==> config.mk <==
export PLATFORM = sky130hd
export DESIGN_NAME = logicnets_input_encoder
export DESIGN_NICKNAME = d
export VERILOG_FILES = /design/src/rtl/logicnets_enc_pkg.sv /design/src/rtl/enc_bin_accum.sv /design/src/rtl/logicnets_input_encoder.sv
export SDC_FILE = /design/constraint.sdc
export NUM_CORES = 1
export LEC_CHECK = 0
export BUFFER_PORTS_ARGS = -buffer_cell sky130_fd_sc_hd__buf_2
export CELL_PAD_IN_SITES_DETAIL_PLACEMENT = 1
export CELL_PAD_IN_SITES_GLOBAL_PLACEMENT = 1
export CORE_MARGIN = 3
export CORE_UTILIZATION = 24
export DETAILED_ROUTE_END_ITERATION = 16
export PLACE_DENSITY = 0.56
export SETUP_SLACK_MARGIN = 0.4
export SYNTH_ARGS = -nofsm -noshare
export SYNTH_HDL_FRONTEND = slang
export SYNTH_SLANG_ARGS = --single-unit
==> constraint.sdc <==
create_clock -name clk -period 6 [get_ports clk]
set_input_delay 1.5 -clock clk [delete_from_list [all_inputs] [get_ports clk]]
set_output_delay 1.5 -clock clk [all_outputs]
set_load 0.01 [all_outputs]
==> src/rtl/logicnets_enc_pkg.sv <==
// Shared types and helpers for the LogicNets input encoder:
// the FSM state enum, the quantizer result type, clog2 and the
// shift/saturate/offset quantizer.
package logicnets_enc_pkg;

    typedef enum logic [1:0] {
        IDLE,
        ACCUM,
        OUT
    } enc_state_t;

    typedef struct packed {
        logic [15:0] code;
        logic        clip;
    } sat_res_t;

    function automatic int unsigned clog2(input int unsigned v);
        int unsigned r;
        r = 0;
        while ((64'd1 << r) < 64'(v)) begin
            r = r + 1;
        end
        return r;
    endfunction

    // Arithmetic floor shift, clamp to the signed QBITS range, then offset
    // to an unsigned code. The clip flag marks a clamped value.
    function automatic sat_res_t sat_code(input logic signed [63:0] sum,
                                          input int unsigned       shift,
                                          input int unsigned       qbits);
        sat_res_t          r;
        logic signed [63:0] q;
        logic signed [63:0] half;
        half   = 64'sd1 <<< (qbits - 1);
        q      = sum >>> shift;
        r.clip = 1'b0;
        if (q > half - 64'sd1) begin
            q      = half - 64'sd1;
            r.clip = 1'b1;
        end else if (q < -half) begin
            q      = -half;
            r.clip = 1'b1;
        end
        q      = q + half;
        r.code = q[15:0];
        return r;
    endfunction

endpackage

==> src/rtl/enc_bin_accum.sv <==
// One bin accumulator (I or Q) with load/add/close control and the
// quantizer applied to the sum that includes the closing sample.
module enc_bin_accum
    import logicnets_enc_pkg::*;
#(
    parameter int unsigned SAMPLE_W = 12,
    parameter int unsigned BIN_LEN  = 16,
    parameter int unsigned QBITS    = 2,
    parameter int unsigned SHIFT    = 12
) (
    input  logic                       clk,
    input  logic                       rst,
    input  logic                       load,
    input  logic                       add,
    input  logic                       close,
    input  logic signed [SAMPLE_W-1:0] sample,
    output logic [QBITS-1:0]           code,
    output logic                       clip
);

    localparam int unsigned ACC_W = SAMPLE_W + clog2(BIN_LEN);

    logic signed [ACC_W-1:0] acc_q;
    logic signed [ACC_W-1:0] acc_d;
    logic signed [ACC_W-1:0] sum;
    sat_res_t                res;
    logic                    unused_code_hi;

    // Next accumulator value and quantized code of the running sum
    always_comb begin
        sum   = acc_q + ACC_W'(sample);
        acc_d = acc_q;
        if (load) begin
            acc_d = ACC_W'(sample);
        end else if (close) begin
            acc_d = '0;
        end else if (add) begin
            acc_d = sum;
        end
        res  = sat_code(64'(sum), SHIFT, QBITS);
        code = res.code[QBITS-1:0];
        clip = res.clip;
    end

    assign unused_code_hi = ^res.code[15:QBITS];

    // Accumulator register
    always_ff @(posedge clk or posedge rst) begin
        if (rst) begin
            acc_q <= '0;
        end else begin
            acc_q <= acc_d;
        end
    end

endmodule

==> src/rtl/logicnets_input_encoder.sv <==
// Streaming I/Q bin integrator and quantizer feeding the first LUT layer.
// Build option: LOGICNETS_ENC_SAT_CNT_EN enables the saturation counter;
// otherwise sat_cnt is tied to zero.
module logicnets_input_encoder
    import logicnets_enc_pkg::*;
#(
    parameter int unsigned SAMPLE_W = 12,
    parameter int unsigned BIN_LEN  = 16,
    parameter int unsigned NUM_BINS = 4,
    parameter int unsigned QBITS    = 2,
    parameter int unsigned SHIFT    = 12
) (
    input  logic                           clk,
    input  logic                           rst,
    input  logic                           s_valid,
    output logic                           s_ready,
    input  logic                           s_start,
    input  logic signed [SAMPLE_W-1:0]     s_i,
    input  logic signed [SAMPLE_W-1:0]     s_q,
    output logic                           m_valid,
    input  logic                           m_ready,
    output logic [2*QBITS*NUM_BINS-1:0]    m_data,
    output logic [15:0]                    sat_cnt
);

    localparam int unsigned DATA_W = 2 * QBITS * NUM_BINS;
    localparam int unsigned CNT_W  = clog2(BIN_LEN) + 1;
    localparam int unsigned BIN_W  = (NUM_BINS > 1) ? clog2(NUM_BINS) : 1;

    enc_state_t        state_q, state_d;
    logic [CNT_W-1:0]  cnt_q, cnt_d;
    logic [BIN_W-1:0]  bin_q, bin_d;
    logic [DATA_W-1:0] feat_q, feat_d;

    logic             accept;
    logic             load;
    logic             add;
    logic             close;
    logic             last;
    logic [QBITS-1:0] code_i;
    logic [QBITS-1:0] code_q;
    logic             clip_i;
    logic             clip_q;

    // Handshake and accumulator control decode
    always_comb begin
        s_ready = (state_q != OUT);
        m_valid = (state_q == OUT);
        accept  = s_valid && s_ready;
        load    = accept && s_start;
        add     = accept && !s_start && (state_q == ACCUM);
        close   = add && (cnt_q == CNT_W'(BIN_LEN - 1));
        last    = close && (bin_q == BIN_W'(NUM_BINS - 1));
    end

    enc_bin_accum #(
        .SAMPLE_W (SAMPLE_W),
        .BIN_LEN  (BIN_LEN),
        .QBITS    (QBITS),
        .SHIFT    (SHIFT)
    ) u_acc_i (
        .clk    (clk),
        .rst    (rst),
        .load   (load),
        .add    (add),
        .close  (close),
        .sample (s_i),
        .code   (code_i),
        .clip   (clip_i)
    );

    enc_bin_accum #(
        .SAMPLE_W (SAMPLE_W),
        .BIN_LEN  (BIN_LEN),
        .QBITS    (QBITS),
        .SHIFT    (SHIFT)
    ) u_acc_q (
        .clk    (clk),
        .rst    (rst),
        .load   (load),
        .add    (add),
        .close  (close),
        .sample (s_q),
        .code   (code_q),
        .clip   (clip_q)
    );

    // Next state, sample/bin counters and feature register update
    always_comb begin
        state_d = state_q;
        cnt_d   = cnt_q;
        bin_d   = bin_q;
        feat_d  = feat_q;
        unique case (state_q)
            IDLE: begin
                if (load) begin
                    cnt_d   = CNT_W'(1);
                    bin_d   = '0;
                    state_d = ACCUM;
                end
            end
            ACCUM: begin
                if (load) begin
                    // resync: partial bins are simply overwritten by the new shot
                    cnt_d = CNT_W'(1);
                    bin_d = '0;
                end else if (close) begin
                    cnt_d = '0;
                    bin_d = bin_q + BIN_W'(1);
                    feat_d[2*QBITS*bin_q +: QBITS]         = code_i;
                    feat_d[2*QBITS*bin_q + QBITS +: QBITS] = code_q;
                    if (last) begin
                        bin_d   = '0;
                        state_d = OUT;
                    end
                end else if (add) begin
                    cnt_d = cnt_q + CNT_W'(1);
                end
            end
            OUT: begin
                if (m_ready) begin
                    state_d = IDLE;
                end
            end
            default: state_d = IDLE;
        endcase
    end

    // Control and feature registers
    always_ff @(posedge clk or posedge rst) begin
        if (rst) begin
            state_q <= IDLE;
            cnt_q   <= '0;
            bin_q   <= '0;
            feat_q  <= '0;
        end else begin
            state_q <= state_d;
            cnt_q   <= cnt_d;
            bin_q   <= bin_d;
            feat_q  <= feat_d;
        end
    end

    assign m_data = feat_q;

`ifdef LOGICNETS_ENC_SAT_CNT_EN
    logic [15:0] sat_q, sat_d;
    logic [16:0] sat_sum;

    // Saturating count of clipped I and Q codes at each bin close
    always_comb begin
        sat_sum = {1'b0, sat_q} + 17'(clip_i & close) + 17'(clip_q & close);
        sat_d   = sat_sum[16] ? 16'hFFFF : sat_sum[15:0];
    end

    // Saturation counter register
    always_ff @(posedge clk or posedge rst) begin
        if (rst) begin
            sat_q <= '0;
        end else begin
            sat_q <= sat_d;
        end
    end

    assign sat_cnt = sat_q;
`else
    logic unused_clip;
    assign unused_clip = clip_i ^ clip_q;
    assign sat_cnt     = '0;
`endif

endmodule

==> out/results.ini <==
[detailed_routing]
wire_per_inst_um=16.7
drc_errors=0
first_pass_iters=4
post_drt_via_cell_ratio=5.00
ant_nets=0
initialDrtViolationCount=138
via_count=3667
drt_wl_total_um=12300

[critical_path]
required_ns=6.21
path_buf_inv=1
cp-end-kind=register
slowest_delay_ns=0.45
start_kind=input pin
path_cells=buf_2 -> ha_1 -> fa_1 -> a211oi_1 -> nor2_1 -> a211oi_1 -> o21ai_0 -> xnor2_1 -> o21ai_1 -> a21oi_1 -> o21ai_1
path_max_fanout=4
crit_type=input pin to register
crit_family=compound AO/OA/AOI/OAI gates
worstPathArrival_ns=4.11
cp_slowest_cell=a211oi_1

[place]
io_buffers=46
dpl_worst_slack_ns=1.71
place_congestion=0.782
hpwl_um=8970

[yosys]
async_flop_share_pct=100
synth_top_cell_by_area=dfrtp_1
yosysSeqAreaShare_pct=34.5
avgSynthCellArea_um2=8.98
synth-edff-count=0
yosysUniqueCellTypes=62
ys_warn_count=0
synthFlopType=dfrtp_1
synth_top_area_share_pct=34.5
synth_area_leaders=dfrtp_1 35%, ha_1 12%, o21ai_0 4.6%
syn_inst=460
synth-seq-cells=57
syn_area_mm2=0.00413

[cells_and_area]
layout_common_cells=57 x dfrtp_1, 46 x buf_2, 45 x nor2_1
multiInputGateArea_mm2=0.00256
syn2layout_area_growth_pct=16.9
fin_nets=580
final_common_cell=dfrtp_1
seqCellArea_mm2=0.00143
drive_gt1_share_pct=15.6
fin_util_pct=28.9
fillers=2000
antennaDiodeCount=0

[pwr]
power_density_mw_per_mm2=382
static-leakage-power_nw=2.18
vdd_drop_max_uv=144
power.total_mw=1.85

[timing]
setup_viol=0
fin_crit_ns=3.90
fin_skew_ns=0.00531
setup_slack_ns=2.10
slew_headroom_pct=27.8
tightest_slew_ns=1.08
post-route-period-util_pct=65.0
hold_violations=0
slew_viol_final=0
tns_ns=0
max_freq_mhz=256
rsz0062_at_grt=false

[clock_network]
cts_sinks=57
cts_root_buf=clkbuf_16
cts_resized=0
cts.path.max_buffers=2
cts_hold_buf=0
htree_levels=3
worstSkewPairLatency_ns=0.34
path_clk_slew_ns=0.05
cts_tree=built
cts_buffers=9
cts_setup_buffers=0

[run_status]
outcome=complete, no violations

[grt]
grt_pass1_wl_um=20100
grt.total_usage_pct=13.6
antenna_found_initial=0
grt_pass1_vias=3748
grt_overflow=0
grt_max_degree=37

[die]
core-area_mm2=0.0167
die_h_um=137
die_w_um=137
die_area_mm2=0.0188
ioPinCount=63
start_util_pct=24.7
rows=47

[worst_hold_path]
hold_class=register to register

[flow_run]
maxCapViolCount=0

[through the flow]
step	area, um2	instances	hold WS (ns)
5_1_grt	4830	734	0.484
4_1_cts	4830	734	0.477
6_report	4830	734	0.470
3_3_place_gp	4570	719	0.451
3_5_place_dp	4570	719	0.461
2_1_floorplan	4190	475	0.426
[final timing paths]
| kind | start | end | cells after the start | slack (ns) |
|---|---|---|---|---|
| setup / recovery | s_i[0] | m_data[4] | 11 | 2.10 |
| hold / removal | m_data[7] | m_data[7] | 1 | 0.47 |
| setup reg to reg | u_acc_i.acc_q[0] | m_data[4] | 10 | 3.02 |
| hold reg to reg | m_data[7] | m_data[7] | 1 | 0.47 |
| max in group asynchronous | rst | u_acc_q.acc_q[1] | 3 | 3.92 |
| min in group asynchronous | rst | m_data[5] | 2 | 1.18 |
[flip-flops by register name (all words and copies together) (netlist names)]
signal and count:
cnt_q 5, bin_q 2, u_acc_q.acc_q 16, u_acc_i.acc_q 16, m_data 16, state_q 2
[power breakdown]
part | switching [mW] | internal (mW) | leakage, nW
Sequential | 0.0564 | 0.467 | 0.716
Clock | 0.193 | 0.274 | 0.131
Combinational | 0.503 | 0.352 | 1.33
Total | 0.752 | 1.09 | 2.18
[cell usage after synthesis, types with 2 or more instances]
cell type	n
nand2_1	38
o21bai_1	2
o21a_1	11
buf_4	16
o21ai_1	6
or3_1	4
inv_1	13
and3_1	3
a21o_1	11
o211ai_1	2
o31ai_1	2
dfrtp_1	57
xor2_1	14
nor3b_1	2
a22o_1	6
a21oi_1	30
nor2b_1	4
nor2_1	46
nand3_1	12
nand4_1	4
a211oi_1	7
ha_1	39
a22oi_1	12
a31oi_1	2
o21ai_0	38
clkbuf_1	10
xnor2_1	11
fa_1	2
a221oi_1	9
nand2b_1	4
nor3_1	5
nand4b_1	3
nand3b_1	2
o22ai_1	5
[per-layer routing]
metal	wire length [um]	up-vias	GRT usage (%)	part of all wire, %
met2	5470	77	21.7	45
met1	6010	1821	18.7	49
met4	128	0	3.49	1.0
met5	0	-	0	0
met3	651	10	2.99	5.3
li1	-	1759	-	-
[cells by family after synthesis]
| family | after synthesis | synth area share [%] |
|---|---|---|
| AO/OA/AOI/OAI | 158 | 25.6 |
| AND/OR/NAND/NOR | 137 | 16.1 |
| flip-flops | 57 | 34.5 |
| adder cells (fa/ha/maj) | 41 | 12.8 |
| buffers and inverters | 39 | 5.00 |
| XOR/XNOR | 26 | 5.70 |
| other | 1 | 0.0908 |
| multiplexers | 1 | 0.242 |
[layout make-up]
cell class	instances	share of cell area (%)
Multi-Input combinational cell	379	52.9
Sequential cell	57	29.5
Tap cell	220	5.70
Timing Repair Buffer	50	5.39
Clock buffer	9	4.66
Inverter	13	1.01
Clock inverter	6	0.751
[worst register-to-register path, cell delays in order, from the launching register on]
cell and delay [ns]:
dfrtp_1 0.38, ha_1 0.22, fa_1 0.43, a211oi_1 0.26, nor2_1 0.11, a211oi_1 0.45
o21ai_0 0.20, xnor2_1 0.27, o21ai_1 0.10, a21oi_1 0.32, o21ai_1 0.12
No activity file was read; power rests on OpenSTA's default activity.
